==> config.mk <==
export PLATFORM = sky130hd
export DESIGN_NAME = keypad_entry_buffer
export DESIGN_NICKNAME = d
export VERILOG_FILES = /design/src/rtl/keypad_entry_buffer.sv
export SDC_FILE = /design/constraint.sdc
export NUM_CORES = 1
export LEC_CHECK = 0
export CAP_MARGIN = 20
export CORE_ASPECT_RATIO = 0.7
export CORE_MARGIN = 2
export CORE_UTILIZATION = 46
export CTS_CLUSTER_SIZE = 10
export DETAILED_ROUTE_END_ITERATION = 10
export PLACE_DENSITY = 0.76
export SLEW_MARGIN = 20
export SYNTH_ARGS = -nofsm -noshare
export SYNTH_HDL_FRONTEND = slang
export SYNTH_SLANG_ARGS = --single-unit
==> constraint.sdc <==
create_clock -name clk -period 1.8 [get_ports clk]
set_clock_uncertainty 0.1 [all_clocks]
set_input_delay 0.36 -clock clk [delete_from_list [all_inputs] [get_ports clk]]
set_output_delay 0.36 -clock clk [all_outputs]
set_load 0.01 [all_outputs]
==> src/rtl/keypad_entry_buffer.sv <==
// keypad_entry_buffer
// Collects scanned keypad codes into a small digit buffer. Each key press
// produces exactly one action: a press is detected in SCAN, applied in LOAD,
// and the FSM then waits in RELEASE for a run of idle cycles before
// accepting another press. In decimal mode the buffer supports clear,
// backspace and enter. Enter commits the buffer to out_value with a
// valid/ready handshake.
//
// Ports
//   clk        : rising-edge clock
//   rst        : asynchronous active-low reset
//   key_active : high while any debounced keypad row is asserted
//   key_code   : scanned key code, 4'hF = idle
//   digits     : entry buffer, newest digit in [3:0], empty slots 4'hF
//   count      : number of valid digits held (0..DIGITS)
//   overflow   : sticky, a digit arrived while the buffer was full
//   out_valid  : committed value available (decimal mode only)
//   out_value  : committed buffer contents
//   out_ready  : consumer accepts out_value when out_valid is also high
module keypad_entry_buffer #(
    parameter int DIGITS         = 4,
    parameter int MODE           = 0,
    parameter int SHIFT_ON_FULL  = 1,
    parameter int RELEASE_CYCLES = 16
) (
    input  logic                         clk,
    input  logic                         rst,
    input  logic                         key_active,
    input  logic [3:0]                   key_code,
    output logic [4*DIGITS-1:0]          digits,
    output logic [$clog2(DIGITS+1)-1:0]  count,
    output logic                         overflow,
    output logic                         out_valid,
    output logic [4*DIGITS-1:0]          out_value,
    input  logic                         out_ready
);

    localparam int DW = 4 * DIGITS;
    localparam int CW = $clog2(DIGITS + 1);
    localparam int RW = $clog2(RELEASE_CYCLES + 1);

    localparam logic [CW-1:0] FULL_C     = CW'(DIGITS);
    localparam logic [CW-1:0] CNT_ONE_C  = CW'(1'b1);
    localparam logic [CW-1:0] CNT_ZERO_C = '0;
    localparam logic [RW-1:0] REL_LAST_C = RW'(RELEASE_CYCLES - 1);
    localparam logic [RW-1:0] REL_ONE_C  = RW'(1'b1);
    localparam logic [DW-1:0] EMPTY_C    = {DIGITS{4'hF}};

    typedef enum logic [1:0] {
        SCAN    = 2'd0,
        LOAD    = 2'd1,
        RELEASE = 2'd2
    } state_t;

    typedef enum logic [2:0] {
        ACT_NONE  = 3'd0,
        ACT_DIGIT = 3'd1,
        ACT_CLEAR = 3'd2,
        ACT_BACK  = 3'd3,
        ACT_ENTER = 3'd4
    } act_t;

    // Map a registered key code to the action it requests in the current mode.
    function automatic act_t decode_key(input logic [3:0] code);
        act_t act;
        if (MODE == 0) begin
            act = (code == 4'hF) ? ACT_NONE : ACT_DIGIT;
        end else begin
            case (code)
                4'h0, 4'h1, 4'h2, 4'h3, 4'h4,
                4'h5, 4'h6, 4'h7, 4'h8, 4'h9: act = ACT_DIGIT;
                4'hA:                         act = ACT_CLEAR;
                4'hB:                         act = ACT_BACK;
                4'hE:                         act = ACT_ENTER;
                default:                      act = ACT_NONE;
            endcase
        end
        return act;
    endfunction

    state_t          state_q, state_d;
    logic [3:0]      code_q, code_d;
    logic [RW-1:0]   rel_cnt_q, rel_cnt_d;
    logic [DW-1:0]   digits_q, digits_d;
    logic [CW-1:0]   count_q, count_d;
    logic            overflow_q, overflow_d;
    logic            out_valid_q, out_valid_d;
    logic [DW-1:0]   out_value_q, out_value_d;
    logic            apply_s;
    logic            busy_s;
    logic [DW-1:0]   shl_s;
    logic [DW-1:0]   shr_s;

    // Press detection, single-cycle apply and release-run counting.
    always_comb begin
        state_d   = state_q;
        code_d    = code_q;
        rel_cnt_d = rel_cnt_q;
        apply_s   = 1'b0;
        case (state_q)
            SCAN: begin
                if (key_active && (key_code != 4'hF)) begin
                    code_d  = key_code;
                    state_d = LOAD;
                end else begin
                    state_d = SCAN;
                end
            end
            LOAD: begin
                apply_s   = 1'b1;
                rel_cnt_d = '0;
                state_d   = RELEASE;
            end
            RELEASE: begin
                // Any activity restarts the idle run, so bounces or a held
                // key never produce a second action.
                if (key_active) begin
                    rel_cnt_d = '0;
                end else if (rel_cnt_q == REL_LAST_C) begin
                    rel_cnt_d = '0;
                    state_d   = SCAN;
                end else begin
                    rel_cnt_d = rel_cnt_q + REL_ONE_C;
                end
            end
            default: begin
                state_d   = SCAN;
                rel_cnt_d = '0;
            end
        endcase
    end

    // Buffer edits and commit handshake.
    always_comb begin
        digits_d    = digits_q;
        count_d     = count_q;
        overflow_d  = overflow_q;
        out_valid_d = out_valid_q;
        out_value_d = out_value_q;
        shl_s       = digits_q << 3'd4;
        shl_s[3:0]  = code_q;
        shr_s       = digits_q >> 3'd4;
        shr_s[DW-1 -: 4] = 4'hF;
        // A handshake accepted this cycle frees the output slot, so an
        // Enter applied in the same cycle may commit a new value.
        busy_s      = out_valid_q && !out_ready;

        if (out_valid_q && out_ready) begin
            out_valid_d = 1'b0;
        end else begin
            out_valid_d = out_valid_q;
        end

        if (apply_s) begin
            case (decode_key(code_q))
                ACT_DIGIT: begin
                    if (count_q == FULL_C) begin
                        overflow_d = 1'b1;
                        if (SHIFT_ON_FULL != 0) begin
                            digits_d = shl_s;
                        end else begin
                            digits_d = digits_q;
                        end
                    end else begin
                        digits_d = shl_s;
                        count_d  = count_q + CNT_ONE_C;
                    end
                end
                ACT_BACK: begin
                    if (count_q != CNT_ZERO_C) begin
                        digits_d = shr_s;
                        count_d  = count_q - CNT_ONE_C;
                    end else begin
                        digits_d = digits_q;
                    end
                end
                ACT_CLEAR: begin
                    digits_d   = EMPTY_C;
                    count_d    = '0;
                    overflow_d = 1'b0;
                end
                ACT_ENTER: begin
                    if (!busy_s && (count_q != CNT_ZERO_C)) begin
                        out_value_d = digits_q;
                        out_valid_d = 1'b1;
                        digits_d    = EMPTY_C;
                        count_d     = '0;
                        overflow_d  = 1'b0;
                    end else begin
                        digits_d = digits_q;
                    end
                end
                default: begin
                    digits_d = digits_q;
                end
            endcase
        end else begin
            digits_d = digits_q;
        end
    end

    // State and datapath registers.
    always_ff @(posedge clk or negedge rst) begin
        if (!rst) begin
            state_q     <= SCAN;
            code_q      <= 4'hF;
            rel_cnt_q   <= '0;
            digits_q    <= EMPTY_C;
            count_q     <= '0;
            overflow_q  <= 1'b0;
            out_valid_q <= 1'b0;
            out_value_q <= '0;
        end else begin
            state_q     <= state_d;
            code_q      <= code_d;
            rel_cnt_q   <= rel_cnt_d;
            digits_q    <= digits_d;
            count_q     <= count_d;
            overflow_q  <= overflow_d;
            out_valid_q <= out_valid_d;
            out_value_q <= out_value_d;
        end
    end

    assign digits    = digits_q;
    assign count     = count_q;
    assign overflow  = overflow_q;
    assign out_valid = (MODE == 1) ? out_valid_q : 1'b0;
    assign out_value = out_value_q;

endmodule
After elaboration in Yosys (flattened, before gate mapping)
Index checks and enable logic that the tools add are counted.
{ "op_classes": {"add_sub_neg": 3, "n_mux": 24, "n_eq_ne": 16, "n_reduce_logical": 16} }
{ "op_table": {"columns": ["operator", "n"], "rows": [
  ["one-hot mux 16 bit (4 select lines)", 1],
  ["2-to-1 mux 16 bit", 2],
  ["2-to-1 mux 3 bit", 4],
  ["inequality test 2 bit, second input constant", 6],
  ["one-hot mux 3 bit (4 select lines)", 1],
  ["2-to-1 mux 5 bit", 2],
  ["one-hot mux 5 bit (2 select lines)", 1],
  ["2-to-1 mux 1 bit", 9],
  ["AND reduction 4 bit", 2],
  ["equality test 3 x 2 -> 1 bit, second input constant", 2],
  ["equality test 3 bit, second input constant", 2],
  ["one-hot mux 2 bit (3 select lines)", 1],
  ["nonzero test 3 bit", 2],
  ["adder 5 x 1 -> 5 bit, second input constant", 1],
  ["equality test 5 x 4 -> 1 bit, second input constant", 1],
  ["AND reduction 5 bit", 1],
  ["equality test 4 bit, second input constant", 1],
  ["logical AND 1 bit", 4],
  ["2-to-1 mux 2 bit", 2],
  ["inequality test 4 bit, second input constant", 1],
  ["AND reduction 2 bit", 2],
  ["nonzero test 4 bit", 1],
  ["adder 3 x 1 -> 3 bit, second input constant", 1],
  ["equality test 3 x 1 -> 1 bit, second input constant", 1],
  ["7 further kinds", 8]
]} }
{ "totals": {"out_inout_bits": 37, "inputBits": 8, "ff_bits": 48, "wordCells": 67} }

Depth between registers and ports, before layout
Gate-level depths: netlist of the first run.
{ "logic_depth": {"depth_word": 7, "ltp_mapped": 5, "depth_no_buf": 5} }

Worst setup path before layout of the first run
OpenSTA, ideal clock, no wires.
{ "synth_timing": {"kind": "register -> register", "startpoint": "register code_q[2]", "endpoint": "register digits_q[13], in the netlist digits[13]", "setup_slack_ns": 0.366, "path_stages_with_launch": 5, "required_time_ns": 1.618, "synth_period_minus_slack_ns": 1.434, "setup_ns": 0.082, "n_path_buf": 1, "arrival_time_ns": 1.252, "cell_sequence": "dfstp_2 > nand4_1 > and2_4 > buf_6 > mux2_2"} }
{ "synth_between": {"elab_chain_len": 6, "word_cells_on_any_way": 12, "classes_between": "7 x eq/ne; 3 x mux; 2 x reduce/logical"} }
{ "synth_rtl": {"columns": ["element", "line", "text"], "rows": [
  ["from (decl)", "82", "logic [3:0] code_q, code_d;"],
  ["from (signal assigned)", "215", "code_q <= code_d;"],
  ["equality test 4 bit (*)", "67", "act = (code == 4'hF) ? ACT_NONE : ACT_DIGIT;"],
  ["2-to-1 mux 1 bit (*)", "67", null],
  ["2-to-1 mux 3 bit (*)", "154", "if (apply_s) begin"],
  ["equality test 3 bit, or another cell as far along", "155", "case (decode_key(code_q))"],
  ["nonzero test 4 bit (no line) / inequality test 2 bit (equally long branches)", null, null],
  ["AND reduction 4 bit (no line)", null, null],
  ["to (signal assigned)", "217", "digits_q <= digits_d;"],
  ["to (decl)", "84", "logic [DW-1:0] digits_q, digits_d;"]
]} }
Mark *: on every way between the ends. The rest lies on a longest branch, timed or not. The select of a mux whose other input is x is not followed.
A chain may end at the register's enable or synchronous reset.

Final worst setup path of the first run
{ "layout_timing": {"startpoint": "register count_q[0], in the netlist count[0]", "endpoint": "output count[0]"} }
{ "layout_rtl": {"columns": ["element", "line", "text"], "rows": [
  ["from (decl)", "85", "logic [CW-1:0] count_q, count_d;"],
  ["from (signal assigned)", "218", "count_q <= count_d;"],
  ["to (decl)", "31", "output logic [$clog2(DIGITS+1)-1:0] count,"]
]} }
No word-level cell between the ends.

==> flow_metrics.py, run 1 <==
metrics = {
    "run_status": {
        "status": "finished, final reports clean",
    },
    "power_and_ir_drop": {
        "power_frac_clock_pct": 18.6,
        "combPwrFrac_pct": 36.7,
        "p_switching_mw": 1.02,
        "leakage_nw": 0.782,
        "power_density_mw_per_mm2": 1770,
        "p_seq_share_pct": 44.7,
        "ir_drop_mv": 0.707,
        "switching_share_pct": 31.9,
        "p_int_mw": 2.19,
        "total_power_mw": 3.21,
    },
    "critical_path": {
        "crit_type": "reg2out",
        "cp-start-kind": "flip-flop",
        "arrival_ps": 1250,
        "worstPathRequired_ps": 1340,
        "slowest_delay_ps": 560,
        "crit_chain": "clkdlybuf4s50_1",
        "crit_buf_inv": 1,
        "cp_max_fo": 4,
        "cp.depth": 1,
        "end_kind": "output port",
        "rr_worst_depth": 3,
        "reg2reg_from": "code_q[2]",
        "r2r_end": "digits[9]",
        "critPathSlowestCell": "clkdlybuf4s50_1",
        "path_delay_family": "buffers and inverters",
        "r2r_slack_ps": 260,
    },
    "finish": {
        "final_util_pct": 58.1,
        "final_cells": 190,
        "seqCellArea_um2": 801,
        "drive_above_1_share_pct": 32.2,
        "area_delta_synth_final_pct": 21.4,
        "nets": 162,
        "multi_input_area_um2": 591,
        "num_antenna_cells": 0,
        "fillCellCount": 260,
        "design_area_mm2": 0.00182,
    },
    "cts": {
        "post_cts_buffers": 0,
        "htreeDepth": 2,
        "cts.repair.resized": 15,
        "clock_latency_ps": 280,
        "cts_tree": "built",
        "path_clk_slew_ps": 60,
        "clk_path_buf_depth": 2,
        "cts_buffers": 5,
        "cts_sinks": 31,
        "cts_root_buf": "clkbuf_8",
        "ctsHoldBuffers": 0,
    },
    "grt": {
        "grt-ovfl-total": 0,
        "grt_pass1_vias": 944,
        "grt_max_degree": 32,
        "antenna_found_initial": 0,
        "grt_first_pass_wirelength_um": 4620,
        "track_usage_pct": 17.1,
    },
    "logic_synthesis": {
        "syn_area_mm2": 0.00150,
        "synth.avg_cell_area_um2": 12.6,
        "synth_cell_types": 32,
        "ys_seq_area_share_pct": 53.5,
        "ys_seq_elements": 31,
        "synth_warnings": 0,
        "syn_inst": 119,
    },
    "timing": {
        "whs_ps": 356,
        "fin_crit_sh_pct": 95.1,
        "setup_violations": 0,
        "setup_tns_ps": 0,
        "hold_violations": 0,
        "clock.fmax_mhz": 584,
        "fin_crit_ps": 1710,
        "rsz0062_at_grt": "no",
        "timing.final.ws_setup_ps": 88.6,
        "maxSlewViolCount": 0,
    },
    "detailed_routing": {
        "viasPerCell": 5.29,
        "route.vias.total": 1006,
        "drtIter0Drc": 47,
        "postRouteWirelength_um": 2710,
        "wl_per_cell_um": 14.3,
        "antenna_left": 0,
        "first_pass_iters": 4,
        "drc": 0,
    },
    "placed_design": {
        "placed_cells": 182,
        "gp_congestion": 0.775,
        "dp_hpwl_um": 2020,
        "pre_cts_ws_ps": -102,
        "placed_area_mm2": 0.00173,
        "io_buffers": 26,
    },
    "floorplanning": {
        "die_w_um": 72.2,
        "start_util_pct": 47.9,
        "dieArea_mm2": 0.00373,
        "core_area_mm2": 0.00313,
        "die_h_um": 51.7,
        "io_pins": 45,
        "rows": 17,
    },
    "min_path": {
        "worstHoldPathType": "in2async",
    },
    "flow_run": {
        "drv_cap": 0,
    },
}
[layout make-up]
cell class | count | share of cell area, %
well taps | 38 | 2.62
clock buffers | 8 | 5.51
repair buffers | 29 | 14.7
flip-flops and latches | 31 | 44.1
inverters | 3 | 0.620
multi-input cells | 81 | 32.5
[logic make-up after synthesis]
logic type,share of synthesized area [%]
other cells,0.251
buf+inv,11.0
mux,9.78
fa+ha+maj,2.51
flops,53.5
compound gates,11.3
xor+xnor,0.585
simple gates,11.0
[placed cells by master (no fill, tap or decap), types with 2 or more instances in the layout]
cell type,count
dlygate4sd2_1,15
nand2_1,3
ha_1,3
nand2b_1,4
a21oi_1,3
and3_1,2
dfstp_2,20
a31oi_1,7
clkbuf_8,7
nand4b_1,3
o22a_1,4
nand3_1,3
clkdlybuf4s50_1,10
mux2_2,13
buf_4,3
o22a_2,4
dfrtp_1,11
inv_1,3
o21ai_0,2
conb_1,17
[registers in the layout, indices dropped and copies added, names as in the netlist]
name / flops
overflow: 1
code_q: 4
digits: 16
state_q: 2
rel_cnt_q: 5
count: 3
[synthesized netlist by cell type]
master	n	area share [%]
dfrtp_1	11	18
o21ai_0	2	0.67
mux2_2	13	9.8
or4b_1	1	0.67
and3_1	2	0.84
nor2b_1	1	0.42
o21bai_1	1	0.50
a31oi_1	7	2.9
a41oi_1	1	0.59
buf_6	2	1.5
o311ai_0	1	0.59
nand2_1	3	0.75
nand4_1	1	0.42
ha_1	3	2.5
inv_1	3	0.75
nand3_1	3	1.0
nand2b_1	4	1.7
and2_4	1	0.59
xnor2_1	1	0.59
o22a_1	4	2.3
nand4b_1	3	1.8
a21oi_1	3	1.0
and2b_1	1	0.50
or3b_1	1	0.59
dfstp_2	20	35
clkbuf_1	1	0.25
o22a_2	4	2.7
nor2_1	1	0.25
buf_4	17	8.5
and4bb_2	1	0.84
conb_1	1	0.25
nand4bb_1	1	0.75
[layer usage]
layer | up-vias | wire length, um | global-route usage [%]
met5 | - | 0 | 0
met4 | 0 | 59 | 10.1
met3 | 7 | 160 | 4.65
met2 | 40 | 1320 | 26.1
met1 | 497 | 1170 | 21.8
li1 | 462 | - | -
[power groups by stage]
| stage | Combinational [mW] | Sequential [mW] | Clock (mW) |
|---|---|---|---|
| finish | 1.18 | 1.43 | 0.598 |
| global route | 1.29 | 1.49 | 0.642 |
| CTS | 1.20 | 1.44 | 0.613 |
| detailed placement | 1.31 | 1.46 | 0 |
| global placement | 1.26 | 1.43 | 0 |
| floorplan | 0.650 | 1.50 | 0 |
[worst max-delay path by stage]
stage,start,endpoint
final,count[0],count[0]
after global routing,count[0],count[0]
after CTS,digits[14],digits[14]
after detailed placement,key_active,code_q[3]
after global placement,key_active,code_q[0]
after floorplan,code_q[2],digits[13]
Note: power is estimated with default switching activity, not from simulation.
==> inputs of run 2 (changes only) <==
==> constraint.sdc (replaced) <==
create_clock -name clk -period 1.8 [get_ports clk]
set_clock_uncertainty 0.1 [all_clocks]
set_input_delay 0.36 -clock clk [delete_from_list [all_inputs] [get_ports clk]]
set_output_delay 0.36 -clock clk [all_outputs]
set_load 0.1 [all_outputs]
==> run 2 against run 1 <==
  * Worst setup slack better by 150 ps
  * Design area increased by 12%
  * Utilization rose by 7.0 points
  * Global-route usage decreased by 0.61 points
  * Wire length shrank 2.2%
  * Sequential share of layout area shrank 4.6 points
  * Critical endpoint is now code_q[1]
==> flow_metrics.py, run 2 (same netlist as run 1, synthesis figures left out) <==
metrics = {
    "finish": {
        "nets": 162,
        "fillCellCount": 234,
        "drive_above_1_share_pct": 46.7,
        "seqCellArea_um2": 803,
        "largest_reg_flops": 16,
        "layout_common_cells": "20 x dfstp_2, 20 x buf_12, 17 x conb_1, 13 x mux2_2, 9 x dfrtp_1",
        "area_delta_synth_final_pct": 36.0,
        "num_antenna_cells": 0,
        "multi_input_area_um2": 591,
        "final_cells": 190,
    },
    "timing": {
        "hold_violations": 0,
        "setup_violations": 0,
        "whs_ps": 347,
        "setup_tns_ps": 0,
        "fin_crit_sh_pct": 86.5,
        "rsz0062_at_grt": "no",
        "fin_crit_ps": 1560,
        "clock.fmax_mhz": 642,
        "maxSlewViolCount": 0,
    },
    "cts": {
        "clock_latency_ps": 280,
        "cts_buffers": 5,
        "clk_path_buf_depth": 2,
        "htreeDepth": 2,
        "cts_tree": "built",
        "ctsHoldBuffers": 0,
        "cts.repair.resized": 0,
        "cts_root_buf": "clkbuf_8",
        "path_clk_slew_ps": 60,
        "post_cts_buffers": 0,
        "cts_sinks": 31,
    },
    "critical_path": {
        "slowest_delay_ps": 490,
        "critPathSlowestCell": "or3b_1",
        "r2r_slack_ps": 250,
        "crit_type": "in2reg",
        "crit_chain": "clkdlybuf4s50_1 -> or3b_1 -> a31oi_1 -> o22a_2",
        "crit_buf_inv": 1,
        "cp-start-kind": "input port",
        "end_kind": "flip-flop",
        "worstPathRequired_ps": 1930,
        "arrival_ps": 1690,
        "cp_max_fo": 9,
        "path_delay_family": "simple AND/OR/NAND/NOR gates",
    },
    "detailed_routing": {
        "first_pass_iters": 4,
        "wl_per_cell_um": 13.9,
        "postRouteWirelength_um": 2650,
        "viasPerCell": 5.35,
        "antenna_left": 0,
        "drc": 0,
        "drtIter0Drc": 30,
        "route.vias.total": 1017,
    },
    "floorplanning": {
        "start_util_pct": 47.9,
        "rows": 17,
        "die_w_um": 72.2,
        "die_h_um": 51.7,
        "core_area_mm2": 0.00313,
        "dieArea_mm2": 0.00373,
        "io_pins": 45,
    },
    "placed_design": {
        "gp_congestion": 0.825,
        "io_buffers": 26,
        "placed_cells": 182,
        "dp_hpwl_um": 2010,
    },
    "grt": {
        "grt_pass1_vias": 958,
        "grt_first_pass_wirelength_um": 4510,
        "grt_max_degree": 32,
        "antenna_found_initial": 0,
        "grt-ovfl-total": 0,
        "track_usage_pct": 16.4,
    },
    "min_path": {
        "worstHoldPathType": "in2async",
    },
    "run_status": {
        "status": "finished, final reports clean",
    },
    "flow_run": {
        "drv_cap": 0,
    },
}
-- run 2: layout make-up --
type / count / share of cell area, %
inverters: 3 / 0.553
flip-flops and latches: 31 / 39.5
multi-input cells: 81 / 29.0
clock buffers: 8 / 4.92
well taps: 38 / 2.34
repair buffers: 29 / 23.7
-- run 2: routing by layer --
metal	wire length (um)	global-route usage, %	up-vias	part of all wire (%)
met2	1270	25.4	37	48
met4	38	5.66	0	1.4
met1	1170	20.8	512	44
met5	0	0	-	0
li1	-	-	465	-
met3	177	6.98	3	6.7
-- run 2: final timing paths --
path / startpoint / to / cells past startpoint
max in group asynchronous: rst / digits[14] / 2
worst max register to register: code_q[2] / digits[9] / 3
worst min-delay path: rst / rel_cnt_q[0] / 2
min in group clk: count[0] / count[0] / 1
worst min register to register: count[0] / count[0] / 1
worst max-delay path: key_active / code_q[1] / 4
-- run 2: per-stage QoR --
stage / util (%) / worst slack [ps] / cell area (um2)
2_1_floorplan: - / 18.4 / 1560
3_3_place_gp: 61.9 / -18.0 / 1940
3_5_place_dp: 61.9 / -54.4 / 1940
4_1_cts: 65.1 / 246 / 2040
5_1_grt: 65.1 / 163 / 2040
6_report: 65.1 / 243 / 2040
Power of run 2 is left out: the tool's default activity adds up to more than one toggle a clock period on the data nets, which glitch-free logic cannot reach.
==> inputs of run 3 (changes only) <==
==> constraint.sdc (replaced) <==
create_clock -name clk -period 1.7 [get_ports clk]
set_clock_uncertainty 0.1 [all_clocks]
set_input_delay 0.34 -clock clk [delete_from_list [all_inputs] [get_ports clk]]
set_output_delay 0.34 -clock clk [all_outputs]
set_load 0.1 [all_outputs]
==> run 3 against run 2 <==
  * Clock-buffer cell count unchanged
  * Critical endpoint is now digits[9]
  * Worst setup slack lost 110 ps
  * Hold slack got worse by 12 ps
  * Wire length grew 4.2%
  * Register-to-register slack lost 120 ps
  * Sequential share of layout area hardly changed
==> flow_metrics.py, run 3 (same netlist as run 1, synthesis figures left out) <==
metrics = {
    "detailed_routing": {
        "route.vias.total": 1005,
        "drc": 0,
        "postRouteWirelength_um": 2760,
        "first_pass_iters": 4,
        "antenna_left": 0,
        "wl_per_cell_um": 14.5,
        "drtIter0Drc": 48,
        "viasPerCell": 5.29,
    },
    "cts": {
        "path_clk_slew_ps": 60,
        "htreeDepth": 2,
        "ctsHoldBuffers": 0,
        "cts_tree": "built",
        "post_cts_buffers": 0,
        "cts_sinks": 31,
        "clock_latency_ps": 280,
        "clk_path_buf_depth": 2,
        "cts_buffers": 5,
        "cts.repair.resized": 0,
        "cts_root_buf": "clkbuf_8",
    },
    "finish": {
        "largest_reg_flops": 16,
        "num_antenna_cells": 0,
        "drive_above_1_share_pct": 47.4,
        "layout_common_cells": "20 x dfstp_2, 20 x buf_12, 17 x conb_1, 13 x mux2_2, 8 x dfrtp_1",
        "fillCellCount": 240,
        "final_util_pct": 65.1,
        "design_area_mm2": 0.00204,
        "area_delta_synth_final_pct": 36.1,
        "nets": 162,
    },
    "critical_path": {
        "end_kind": "flip-flop",
        "arrival_ps": 1670,
        "rr_worst_depth": 3,
        "cp_max_fo": 5,
        "worstPathRequired_ps": 1810,
        "crit_type": "reg2reg",
        "cp-start-kind": "flip-flop",
        "crit_chain": "nand4_1 -> nand2_1 -> mux2_2",
        "slowest_delay_ps": 550,
        "critPathSlowestCell": "dfstp_2",
        "crit_buf_inv": 0,
        "r2r_end": "digits[9]",
        "r2r_slack_ps": 130,
        "reg2reg_from": "code_q[2]",
        "path_delay_family": "flip-flops",
    },
    "grt": {
        "grt_first_pass_wirelength_um": 4700,
        "antenna_found_initial": 0,
        "grt-ovfl-total": 0,
        "grt_pass1_vias": 990,
        "track_usage_pct": 17.1,
        "grt_max_degree": 32,
    },
    "timing": {
        "fin_crit_sh_pct": 92.2,
        "hold_violations": 0,
        "fin_crit_ps": 1570,
        "clock.fmax_mhz": 638,
        "maxSlewViolCount": 0,
        "rsz0062_at_grt": "no",
        "setup_violations": 0,
    },
    "placed_design": {
        "io_buffers": 26,
        "dp_hpwl_um": 2100,
        "gp_congestion": 0.789,
        "placed_area_mm2": 0.00194,
    },
    "run_status": {
        "status": "finished, final reports clean",
    },
    "floorplanning": {
        "core_area_mm2": 0.00313,
        "io_pins": 45,
        "rows": 17,
        "dieArea_mm2": 0.00373,
        "start_util_pct": 47.9,
        "die_w_um": 72.2,
        "die_h_um": 51.7,
    },
    "flow_run": {
        "drv_cap": 0,
    },
    "min_path": {
        "worstHoldPathType": "in2async",
    },
}
-- run 3: area by class of cell --
class	instances	area [um2]	share of cell area [%]
clock buffer	8	100	4.91
inverter	3	11.3	0.553
multi-input combinational	81	591	29.0
sequential	31	805	39.5
tap	38	47.5	2.33
timing repair buffer	29	483	23.7
-- run 3: per-layer routing --
metal  routed length, um  track usage, %  share of wire [%]  up-vias
li1                    -               -                  -      460
met1                1240            21.4                 45      503
met2                1310            26.5                 47       35
met3                 161            6.40                5.8        7
met4                  53            7.55                1.9        0
met5                   0               0                  0        -
-- run 3: through the flow --
step           setup WS, ps  hold slack [ps]  setup TNS, ps  instances
2_1_floorplan          17.0            -55.6              0        135
3_3_place_gp          -94.9              418           -408        182
3_5_place_dp           -136              421           -584        182
4_1_cts                 125              343              0        190
5_1_grt                59.6              387              0        190
6_report                133              334              0        190
-- run 3: how the worst max path moves through the flow --
| stage | end | startpoint | cells after the start |
|---|---|---|---|
| 6_report | digits[9] | code_q[2] | 3 |
| 5_1_grt | digits[6] | code_q[3] | 3 |
| 4_1_cts | digits[7] | code_q[2] | 3 |
| 3_5_place_dp | code_q[3] | key_active | 4 |
| 3_3_place_gp | code_q[3] | key_active | 4 |
| 2_1_floorplan | count[1] | count[0] | 5 |
-- run 3: worst reg2reg max path, stage by stage, from the launching register on --
cell and delay (ps):
dfstp_2 550, nand4_1 200, nand2_1 270, mux2_2 370
Power of run 3 is left out for the same reason.
